## src/rtl/win_accum_pkg.sv

```systemverilog
// Shared types and width helpers for the windowed sample accumulator.
package win_accum_pkg;

    typedef enum logic {
        ACCUM = 1'b0,
        HOLD  = 1'b1
    } state_t;

    function automatic int cnt_width(input int win_len);
        return $clog2(win_len + 1);
    endfunction

    function automatic int sum_width(input int data_w, input int win_len);
        return data_w + $clog2(win_len + 1);
    endfunction

endpackage

```

## src/rtl/win_accum_if.sv

```systemverilog
// Sample-in / result-out handshake bundle for win_accum.
interface win_accum_if #(
    parameter int DATA_W  = 8,
    parameter int WIN_LEN = 4
);
    import win_accum_pkg::*;

    localparam int SUM_W = sum_width(DATA_W, WIN_LEN);
    localparam int CNT_W = cnt_width(WIN_LEN);

    logic              in_valid;
    logic [DATA_W-1:0] in_data;
    logic              in_ready;
    logic              flush;
    logic              out_valid;
    logic              out_ready;
    logic [SUM_W-1:0]  out_sum;
    logic [DATA_W-1:0] out_max;
    logic [DATA_W-1:0] out_min;
    logic [CNT_W-1:0]  out_cnt;

    modport slave (
        input  in_valid, in_data, flush, out_ready,
        output in_ready, out_valid, out_sum, out_max, out_min, out_cnt
    );

    modport master (
        output in_valid, in_data, flush, out_ready,
        input  in_ready, out_valid, out_sum, out_max, out_min, out_cnt
    );

endinterface

```

## src/rtl/win_accum_minmax.sv

```systemverilog
// Running max/min tracker; the outputs already include the sample presented this cycle.
module win_accum_minmax #(
    parameter int DATA_W = 8
) (
    input  logic              clk,
    input  logic              rst,
    input  logic              sample_i,
    input  logic              first_i,
    input  logic              clear_i,
    input  logic [DATA_W-1:0] data_i,
    output logic [DATA_W-1:0] max_o,
    output logic [DATA_W-1:0] min_o
);

    logic [DATA_W-1:0] max_q;
    logic [DATA_W-1:0] min_q;

    always_comb begin
        max_o = max_q;
        min_o = min_q;
        if (sample_i) begin
            // First sample loads directly so nothing stale leaks into a new window.
            if (first_i) begin
                max_o = data_i;
                min_o = data_i;
            end else begin
                max_o = (data_i > max_q) ? data_i : max_q;
                min_o = (data_i < min_q) ? data_i : min_q;
            end
        end
    end

    always_ff @(posedge clk or posedge rst) begin
        if (rst) begin
            max_q <= '0;
            min_q <= '1;
        end else if (clear_i) begin
            max_q <= '0;
            min_q <= '1;
        end else if (sample_i) begin
            max_q <= max_o;
            min_q <= min_o;
        end
    end

endmodule

```

## src/rtl/win_accum.sv

```systemverilog
// Groups a sample stream into windows and emits sum/max/min/count per window
// over a valid/ready result port that back-pressures the input.
module win_accum #(
    parameter int DATA_W  = 8,
    parameter int WIN_LEN = 4
) (
    input  logic       clk,
    input  logic       rst,
    win_accum_if.slave bus
);
    import win_accum_pkg::*;

    localparam int SUM_W = sum_width(DATA_W, WIN_LEN);
    localparam int CNT_W = cnt_width(WIN_LEN);

    state_t            state_q, state_d;
    logic [SUM_W-1:0]  sum_q, sum_d;
    logic [CNT_W-1:0]  cnt_q, cnt_d;
    logic              out_valid_q, out_valid_d;
    logic [SUM_W-1:0]  out_sum_q, out_sum_d;
    logic [DATA_W-1:0] out_max_q, out_max_d;
    logic [DATA_W-1:0] out_min_q, out_min_d;
    logic [CNT_W-1:0]  out_cnt_q, out_cnt_d;

    logic              in_ready;
    logic              acc;
    logic              first;
    logic              close;
    logic [SUM_W-1:0]  tot_sum;
    logic [CNT_W-1:0]  tot_cnt;
    logic [DATA_W-1:0] tot_max;
    logic [DATA_W-1:0] tot_min;

    // In HOLD the input only moves when the result is being taken this cycle.
    assign in_ready = (state_q == ACCUM) | bus.out_ready;
    assign acc      = bus.in_valid & in_ready;
    assign first    = (cnt_q == '0);
    assign tot_cnt  = cnt_q + CNT_W'(acc);
    assign tot_sum  = !acc  ? sum_q :
                      first ? SUM_W'(bus.in_data) :
                              sum_q + SUM_W'(bus.in_data);
    // Accumulators are empty in HOLD, so one expression covers both states.
    assign close    = (acc && (tot_cnt == CNT_W'(WIN_LEN))) ||
                      (bus.flush && (tot_cnt != '0));

    win_accum_minmax #(
        .DATA_W (DATA_W)
    ) u_minmax (
        .clk      (clk),
        .rst      (rst),
        .sample_i (acc),
        .first_i  (first),
        .clear_i  (close),
        .data_i   (bus.in_data),
        .max_o    (tot_max),
        .min_o    (tot_min)
    );

    always_comb begin
        state_d     = state_q;
        sum_d       = sum_q;
        cnt_d       = cnt_q;
        out_valid_d = out_valid_q;
        out_sum_d   = out_sum_q;
        out_max_d   = out_max_q;
        out_min_d   = out_min_q;
        out_cnt_d   = out_cnt_q;
        if (close) begin
            sum_d       = '0;
            cnt_d       = '0;
            out_valid_d = 1'b1;
            out_sum_d   = tot_sum;
            out_max_d   = tot_max;
            out_min_d   = tot_min;
            out_cnt_d   = tot_cnt;
            state_d     = HOLD;
        end else begin
            if (acc) begin
                sum_d = tot_sum;
                cnt_d = tot_cnt;
            end
            if ((state_q == HOLD) && bus.out_ready) begin
                out_valid_d = 1'b0;
                state_d     = ACCUM;
            end
        end
    end

    always_ff @(posedge clk or posedge rst) begin
        if (rst) begin
            state_q     <= ACCUM;
            sum_q       <= '0;
            cnt_q       <= '0;
            out_valid_q <= 1'b0;
            out_sum_q   <= '0;
            out_max_q   <= '0;
            out_min_q   <= '0;
            out_cnt_q   <= '0;
        end else begin
            state_q     <= state_d;
            sum_q       <= sum_d;
            cnt_q       <= cnt_d;
            out_valid_q <= out_valid_d;
            out_sum_q   <= out_sum_d;
            out_max_q   <= out_max_d;
            out_min_q   <= out_min_d;
            out_cnt_q   <= out_cnt_d;
        end
    end

    assign bus.in_ready  = in_ready;
    assign bus.out_valid = out_valid_q;
    assign bus.out_sum   = out_sum_q;
    assign bus.out_max   = out_max_q;
    assign bus.out_min   = out_min_q;
    assign bus.out_cnt   = out_cnt_q;

endmodule

```

## src/flat_wrapper.sv

```systemverilog
// flat-port wrapper written by rule: the top's interface ports become plain ports
module win_accum_flat import win_accum_pkg::*;
#(
    parameter int DATA_W  = 8,
    parameter int WIN_LEN = 4
)
  (clk, rst, bus_in_valid, bus_in_data, bus_flush, bus_out_ready, bus_in_ready, bus_out_valid, bus_out_sum, bus_out_max, bus_out_min, bus_out_cnt);
  win_accum_if #(.DATA_W(DATA_W), .WIN_LEN(WIN_LEN)) bus_i ();
  input  logic clk;
  input  logic rst;
  input wire logic [$bits(bus_i.in_valid)-1:0] bus_in_valid;
  input wire logic [$bits(bus_i.in_data)-1:0] bus_in_data;
  input wire logic [$bits(bus_i.flush)-1:0] bus_flush;
  input wire logic [$bits(bus_i.out_ready)-1:0] bus_out_ready;
  output wire logic [$bits(bus_i.in_ready)-1:0] bus_in_ready;
  output wire logic [$bits(bus_i.out_valid)-1:0] bus_out_valid;
  output wire logic [$bits(bus_i.out_sum)-1:0] bus_out_sum;
  output wire logic [$bits(bus_i.out_max)-1:0] bus_out_max;
  output wire logic [$bits(bus_i.out_min)-1:0] bus_out_min;
  output wire logic [$bits(bus_i.out_cnt)-1:0] bus_out_cnt;
  assign bus_i.in_valid = bus_in_valid;
  assign bus_i.in_data = bus_in_data;
  assign bus_i.flush = bus_flush;
  assign bus_i.out_ready = bus_out_ready;
  assign bus_in_ready = bus_i.in_ready;
  assign bus_out_valid = bus_i.out_valid;
  assign bus_out_sum = bus_i.out_sum;
  assign bus_out_max = bus_i.out_max;
  assign bus_out_min = bus_i.out_min;
  assign bus_out_cnt = bus_i.out_cnt;
  win_accum #(.DATA_W(DATA_W), .WIN_LEN(WIN_LEN)) u_core (.clk(clk), .rst(rst), .bus(bus_i));
endmodule
```

## config.mk

```make
export PLATFORM = sky130hd
export DESIGN_NAME = win_accum_flat
export DESIGN_NICKNAME = d
export VERILOG_FILES = /design/src/rtl/win_accum_pkg.sv /design/src/rtl/win_accum_if.sv /design/src/rtl/win_accum_minmax.sv /design/src/rtl/win_accum.sv /design/src/flat_wrapper.sv
export SDC_FILE = /design/constraint.sdc
export NUM_CORES = 1
export LEC_CHECK = 0
export CAP_MARGIN = 5
export CORE_MARGIN = 8
export CORE_UTILIZATION = 46
export CTS_CLUSTER_DIAMETER = 30
export DETAILED_ROUTE_END_ITERATION = 7
export HOLD_SLACK_MARGIN = 0.08
export PLACE_DENSITY = 0.8
export SLEW_MARGIN = 20
export SYNTH_ARGS = -nofsm -noshare
export SYNTH_HDL_FRONTEND = slang
export SYNTH_SLANG_ARGS = --single-unit
```

## constraint.sdc

```tcl
create_clock -name clk -period 8 [get_ports clk]
set_clock_uncertainty 0.15 [all_clocks]
set_input_delay 2.4 -clock clk [delete_from_list [all_inputs] [get_ports clk]]
set_output_delay 2.4 -clock clk [all_outputs]
set_load 0.01 [all_outputs]
```

# Word-level counts from Yosys, hierarchy flattened
# Cells that the tools add are included.
[word_totals] word_cells=43 latch_bits=0 register_bits=61 rom_bits=0 in_bits=13 ramBits=0 output_inout_bits=32 mem_count=0
[classes] n_bitwise=3 div=0 reduce_logical=8 magnitude_cmp=2 n_eq_ne=1 n_mul=0 mux=18 n_shift=0 add_sub_neg=2
[op_table] op="$mux W8" count=10
[op_table] op="$mux W11" count=4
[op_table] op="$add A11 B8 Y11" count=1
[op_table] op="$gt A8 B8 Y1" count=1
[op_table] op="$lt A8 B8 Y1" count=1
[op_table] op="$mux W3" count=2
[op_table] op="$reduce_bool A2 Y1" count=2
[op_table] op="$add A3 B1 Y3" count=1
[op_table] op="$eq A3 B3 Y1 const B" count=1
[op_table] op="$logic_and A1 B1 Y1" count=3
[op_table] op="$logic_not A3 Y1" count=1
[op_table] op="$reduce_bool A3 Y1" count=1
[op_table] op="$mux W1" count=2
[op_table] op="$and A1 B1 Y1" count=1
[op_table] op="$logic_or A1 B1 Y1" count=1
[op_table] op="$not A1 Y1" count=1
[op_table] op="$or A1 B1 Y1" count=1

# Logic depth before layout (Yosys ltp)
[logic_depth] word_depth=8 mapped_depth=13 ltp_nobuf=11

# By module
# From an unflattened synthesis, not the netlist that was laid out.
[hier_totals] hier_cells=389 area_unflattened_um2=3594.7
[modules_own_cells] module="win_accum" cells_per_inst=258 area_per_inst_um2=2294.7 n_inst=1 seq_area_each_um2=1126.1
[modules_own_cells] module="win_accum_minmax" cells_per_inst=131 area_per_inst_um2=1300.0 n_inst=1 seq_area_each_um2=410.4

# Worst setup path before layout
# OpenSTA, ideal clock, no wires.
[synth_path] path_type="in2out" startpoint="input bus_out_ready" endpoint="output bus_in_ready" path_buffers=0 stages=1 path_slack_ns=2.853 arrival_time_ns=2.597 t_required_ns=5.450 path_cell_list="nand2b_2"
[synth_between] elab_chain_len=1
[synth_rtl] element="start, declared" line="flat_wrapper.sv:14" text="input wire logic [$bits(bus_i.out_ready)-1:0] bus_out_ready;"
[synth_rtl] element="$or A1 B1 Y1" line="win_accum.sv:35" text="assign in_ready = (state_q == ACCUM) | bus.out_ready;"
[synth_rtl] element="end, declared" line="flat_wrapper.sv:15" text="output wire logic [$bits(bus_i.in_ready)-1:0] bus_in_ready;"
# Every way passes these cells.

# Final worst setup path
[layout_path] startpoint="input bus_out_ready" endpoint="register u_core.sum_q[5]"
[layout_between] elab_chain_len=7 elab_cells_between_ends=12 cone_classes="add/sub (1); eq/ne (1); mux (3); bitwise (2); reduce/logical (5)"
[layout_rtl] element="$or A1 B1 Y1 *" line="win_accum.sv:35"
[layout_rtl] element="$and A1 B1 Y1 *" line="win_accum.sv:36" text="assign acc = bus.in_valid & in_ready;"
[layout_rtl] element="$add A3 B1 Y3 *" line="win_accum.sv:38" text="assign tot_cnt = cnt_q + CNT_W'(acc);"
[layout_rtl] element="named net u_core.tot_cnt[1]" line="win_accum.sv:30" text="logic [CNT_W-1:0] tot_cnt;"
[layout_rtl] element="$eq A3 B3 Y1 / $reduce_bool A3 Y1 (equally long branches)" line="win_accum.sv:43, win_accum.sv:44"
[layout_rtl] element="$logic_and A1 B1 Y1 (on tied branches)" line="win_accum.sv:43, win_accum.sv:44"
[layout_rtl] element="$logic_or A1 B1 Y1 *" line="win_accum.sv:43" text="assign close = (acc && (tot_cnt == CNT_W'(WIN_LEN))) ||"
[layout_rtl] element="$mux W11 / $reduce_bool A2 Y1 (equally long branches)"
[layout_rtl] element="end signal, assigned" line="win_accum.sv:101" text="sum_q <= sum_d;"
[layout_rtl] element="end, declared" line="win_accum.sv:17" text="logic [SUM_W-1:0] sum_q, sum_d;"
# Mark *: on every way through the listed nets, which the timed path passes. The rest lies on a longest branch. The select of a mux whose other input is x is not followed.
# A chain may end at the register's enable or synchronous reset.

==> summary.md <==
| Metric | Value |
|---|---|
| Area fraction in compound gates after synthesis | a little under a fifth |
| Count of placed standard cells including taps | approximately 460 |
| I/O pin total | 45 |
| Final core occ | 58.2% |
| Count of flip-flops with a built-in enable after synthesis | 0 |
| Core Area | 0.00683 mm^2 |
| Required arrival time at the worst endpoint | 8.09 ns |
| Count of synthesis-stage warnings from yosys | 0 |
| Max_cap viols | 0 |
| Synthesized netlist net count | 373 |
| Initial Utilization | 47.7% |
| Final GP Congestion | a little under 0.9 |
| Worst voltage drop across the vdd grid | around 0.17 mV |
| RSZ-0062 raised after global routing | no |
| Number of resized instances in the post-cts repair step | 0 |
| Crit path from | bus_out_ready |
| Worst slew margin | 36.1% |
| Critical path's largest stage delay | 0.74 ns |
| Standard cell with the maximum stage delay on the critical path | sky130_fd_sc_hd__a21oi_2 |
| CTS tree | built |
| XOR/XNOR Fraction of Synth Area | 1.35% |
| Row cnt | 30 |
| CTS Buf Count | 9 |
| Most common cell after layout, fill and taps aside | sky130_fd_sc_hd__dfrtp_1 |
| Critical path fanouts, max | 24 |
| Flip-flop and latch count after synthesis | between 60 and 70 |
| Count of antenna diodes in the layout | 0 |
| Min-Delay Endpoint | u_core.bus.out_max[6] |
| Remaining antenna violation count after routing | 0 |
| Number of sinks on the clock net | between 60 and 70 |
| Final-report max-slew violation count | 0 |
| Die span in x | 100 um |
| Origin of the critical flop-to-flop path | u_core.state_q |
| Wirelength per Cell | 15.7 um |
| Total routing usage reported by global routing | roughly 16% |
| Layout cells sized above 1 | 8.85% |
| R2R cell count | 11 |
| FILL cells | 626 |
| Sequential area share after synthesis | 47.2% |
| Mux cell area share after synthesis | under 10% |
| Setup slack of the most critical reg-to-reg path | just under 4 ns |
| Number of design rule violations left after detail routing | 0 |
| Cells along the critical path | clkdlybuf4s50_1 -> nand2b_2 -> nand2_1 -> inv_1 -> ha_1 -> ha_1 -> nor2_1 -> a31oi_1 -> a21oi_2 -> buf_4 -> nor2_1 -> and2_1 |
| Static Leak | 1.80 nW |
| CTS Root Buffer Type | sky130_fd_sc_hd__clkbuf_8 |
| Count of buffers inserted at the top-level ports | 44 |
| Number of buffers inserted to repair setup after CTS | 0 |
| Kind of launch point of the worst setup path | input port |
| CTS max path bufs | 2 |
| Number of buffers inserted for hold repair after clock tree synthesis | 0 |
| Part of the cycle the worst path needs | 78.2% |
| Power, Total | 1.46 mW |
| Final count of negative-setup-slack endpoints | 0 |
| Vias | 2,549 |
| Top library cells by usage in the layout, fill and taps aside | sky130_fd_sc_hd__dfrtp_1 (53), sky130_fd_sc_hd__clkdlybuf4s50_1 (44), sky130_fd_sc_hd__nand2_1 (37) |
| Synthesized area | 0.00326 mm^2 |
| Setup TNS | 0 ns |
| Endpoint type of the worst setup path | flip-flop |
| Fraction of registers with async set or reset after synthesis | 100% |
| Worst r2r dst | u_core.sum_q[5] |
| Pin slew with the least headroom to its limit | 0.959 ns |
| Chip height | ~100 um |
| CTS clk-pin slew, worst paths | around 0.070 ns |
| Origin of the worst min-delay path | u_core.bus.out_max[6] |
| Antenna violations before repair | 0 |
| Top FF cell, synth | sky130_fd_sc_hd__dfrtp_1 |
| Area growth from synthesis to final layout | 22.0% |
| Nets | 418 |
| Crit path kind | input port to flip-flop |
| Post-layout instance count excluding filler cells | 480 |
| Data arrival, critical path | 6.34 ns |
| Half-perimeter wire length after placement | 5210 um |
| Number of library cell types mapped by synthesis | 44 |
| H-tree level count | 3 |
| Run status | finished, final reports clean |
| Dominant combinational cell family by area after synthesis | compound AO/OA/AOI/OAI gates |
| Final Hold Fails | 0 |
| Share of synthesized cell area in full adder, half adder and majority cells | 10.2% |
| Final wirelength | 7540 um |
| Initial DRC count | about 130 |
| Die area | 0.0100 mm^2 |
| Total power divided by cell area | 368 mW/mm^2 |
| Vias per inst | approximately 5.3 |
| Achievable Freq | ~160 MHz |
| Worst-skew pair later-pin latency | 0.34 ns |
| Mean instance size in the synthesized netlist | 9.75 um^2 |
| Wire length of the first global-routing pass | 12,500 um |
| Hold depth | 2 |
| GRT Residual Overflow | 0 |
| Post-layout min period | 6.25 ns |
| Basic-gate share of the synthesized area counting and, or, nand and nor cells | roughly an eighth |
| Largest net degree at the start of global routing | 62 |
| Synthesized instance count | between 300 and 400 |
| Number of global-route vias before repair | around 2,600 |
| Total iterations of the first detailed-routing run | 4 |
| Worst min path class | flip-flop to flip-flop |
-- area by class of cell --
class | instances | area [um^2] | share of cell area [%]
Multi-Input combinational cell | 238 | 1580 | 39.7
Clock inverter | 4 | 47.5 | 1.20
Timing Repair Buffer | 47 | 463 | 11.7
Clock buffer | 12 | 145 | 3.65
Tap cell | 96 | 120 | 3.02
Inverter | 22 | 82.6 | 2.08
Sequential cell | 61 | 1540 | 38.7
-- cell families after synthesis --
| kind of cell | count (synthesis) |
|---|---|
| compound gates | 96 |
| buf+inv | 35 |
| simple gates | 92 |
| xor+xnor | 5 |
| flops | 61 |
| fa+ha+maj | 26 |
| mux | 19 |
-- report_power, final --
group	internal (mW)	switching (mW)
Combinational	0.308	0.383
Sequential	0.435	0.0655
Clock	0.151	0.120
-- registers in the layout (all words and copies together), names as in the netlist --
signal,count
u_core.bus.out_max,8
u_core.bus.out_sum,11
u_core.state_q,1
u_core.bus.out_min,8
u_core.u_minmax.min_q,8
u_core.cnt_q,3
u_core.bus.out_cnt,3
u_core.u_minmax.max_q,8
u_core.sum_q,11
-- stage by stage --
step / hold slack, ns / instance area (um^2) / worst slack, ns
detailed placement: 0.319 / 3780 / 1.43
global placement: 0.311 / 3780 / 1.58
floorplan: 0.346 / 3260 / 2.85
finish: 0.328 / 3970 / 1.75
global route: 0.362 / 3970 / 1.47
CTS: 0.334 / 3970 / 1.77
-- critical path: cells and delay by family --
family                     cells  cell delay (ns)
and+or+nand+nor                5             1.22
buffers and inverters          3             1.14
AOI/OAI and AO/OA              2             0.95
adders and majority gates      2             0.63
-- worst max path at each step --
stage | end | cells past startpoint
6_report | u_core.sum_q[5] | 12
5_1_grt | u_core.sum_q[5] | 12
4_1_cts | u_core.sum_q[5] | 12
3_5_place_dp | u_core.sum_q[5] | 12
3_3_place_gp | u_core.sum_q[5] | 12
2_1_floorplan | bus_in_ready | 1
-- per-layer routing --
layer	global-route usage, %	wire [um]	part of all wire, %
met2	24.3	3350	44
met5	0	0	0
met3	5.81	506	6.7
met1	19.6	3580	47
met4	6.63	105	1.4
-- cell usage after synthesis (5+ instances only) --
cell / instances / area, um^2
sky130_fd_sc_hd__dfrtp_1: 53 / 1330
sky130_fd_sc_hd__nand2_1: 37 / 139
sky130_fd_sc_hd__nor2_1: 32 / 120
sky130_fd_sc_hd__a21oi_1: 28 / 140
sky130_fd_sc_hd__o21ai_0: 27 / 135
sky130_fd_sc_hd__ha_1: 25 / 313
sky130_fd_sc_hd__inv_1: 22 / 82.6
sky130_fd_sc_hd__mux2i_1: 17 / 170
sky130_fd_sc_hd__dfstp_2: 8 / 210
sky130_fd_sc_hd__clkbuf_1: 7 / 26.3
sky130_fd_sc_hd__a211oi_1: 6 / 45.0
sky130_fd_sc_hd__a21o_1: 6 / 45.0
sky130_fd_sc_hd__a31oi_1: 5 / 31.3
sky130_fd_sc_hd__buf_2: 5 / 25.0
Note: power is estimated with default switching activity, not from simulation.
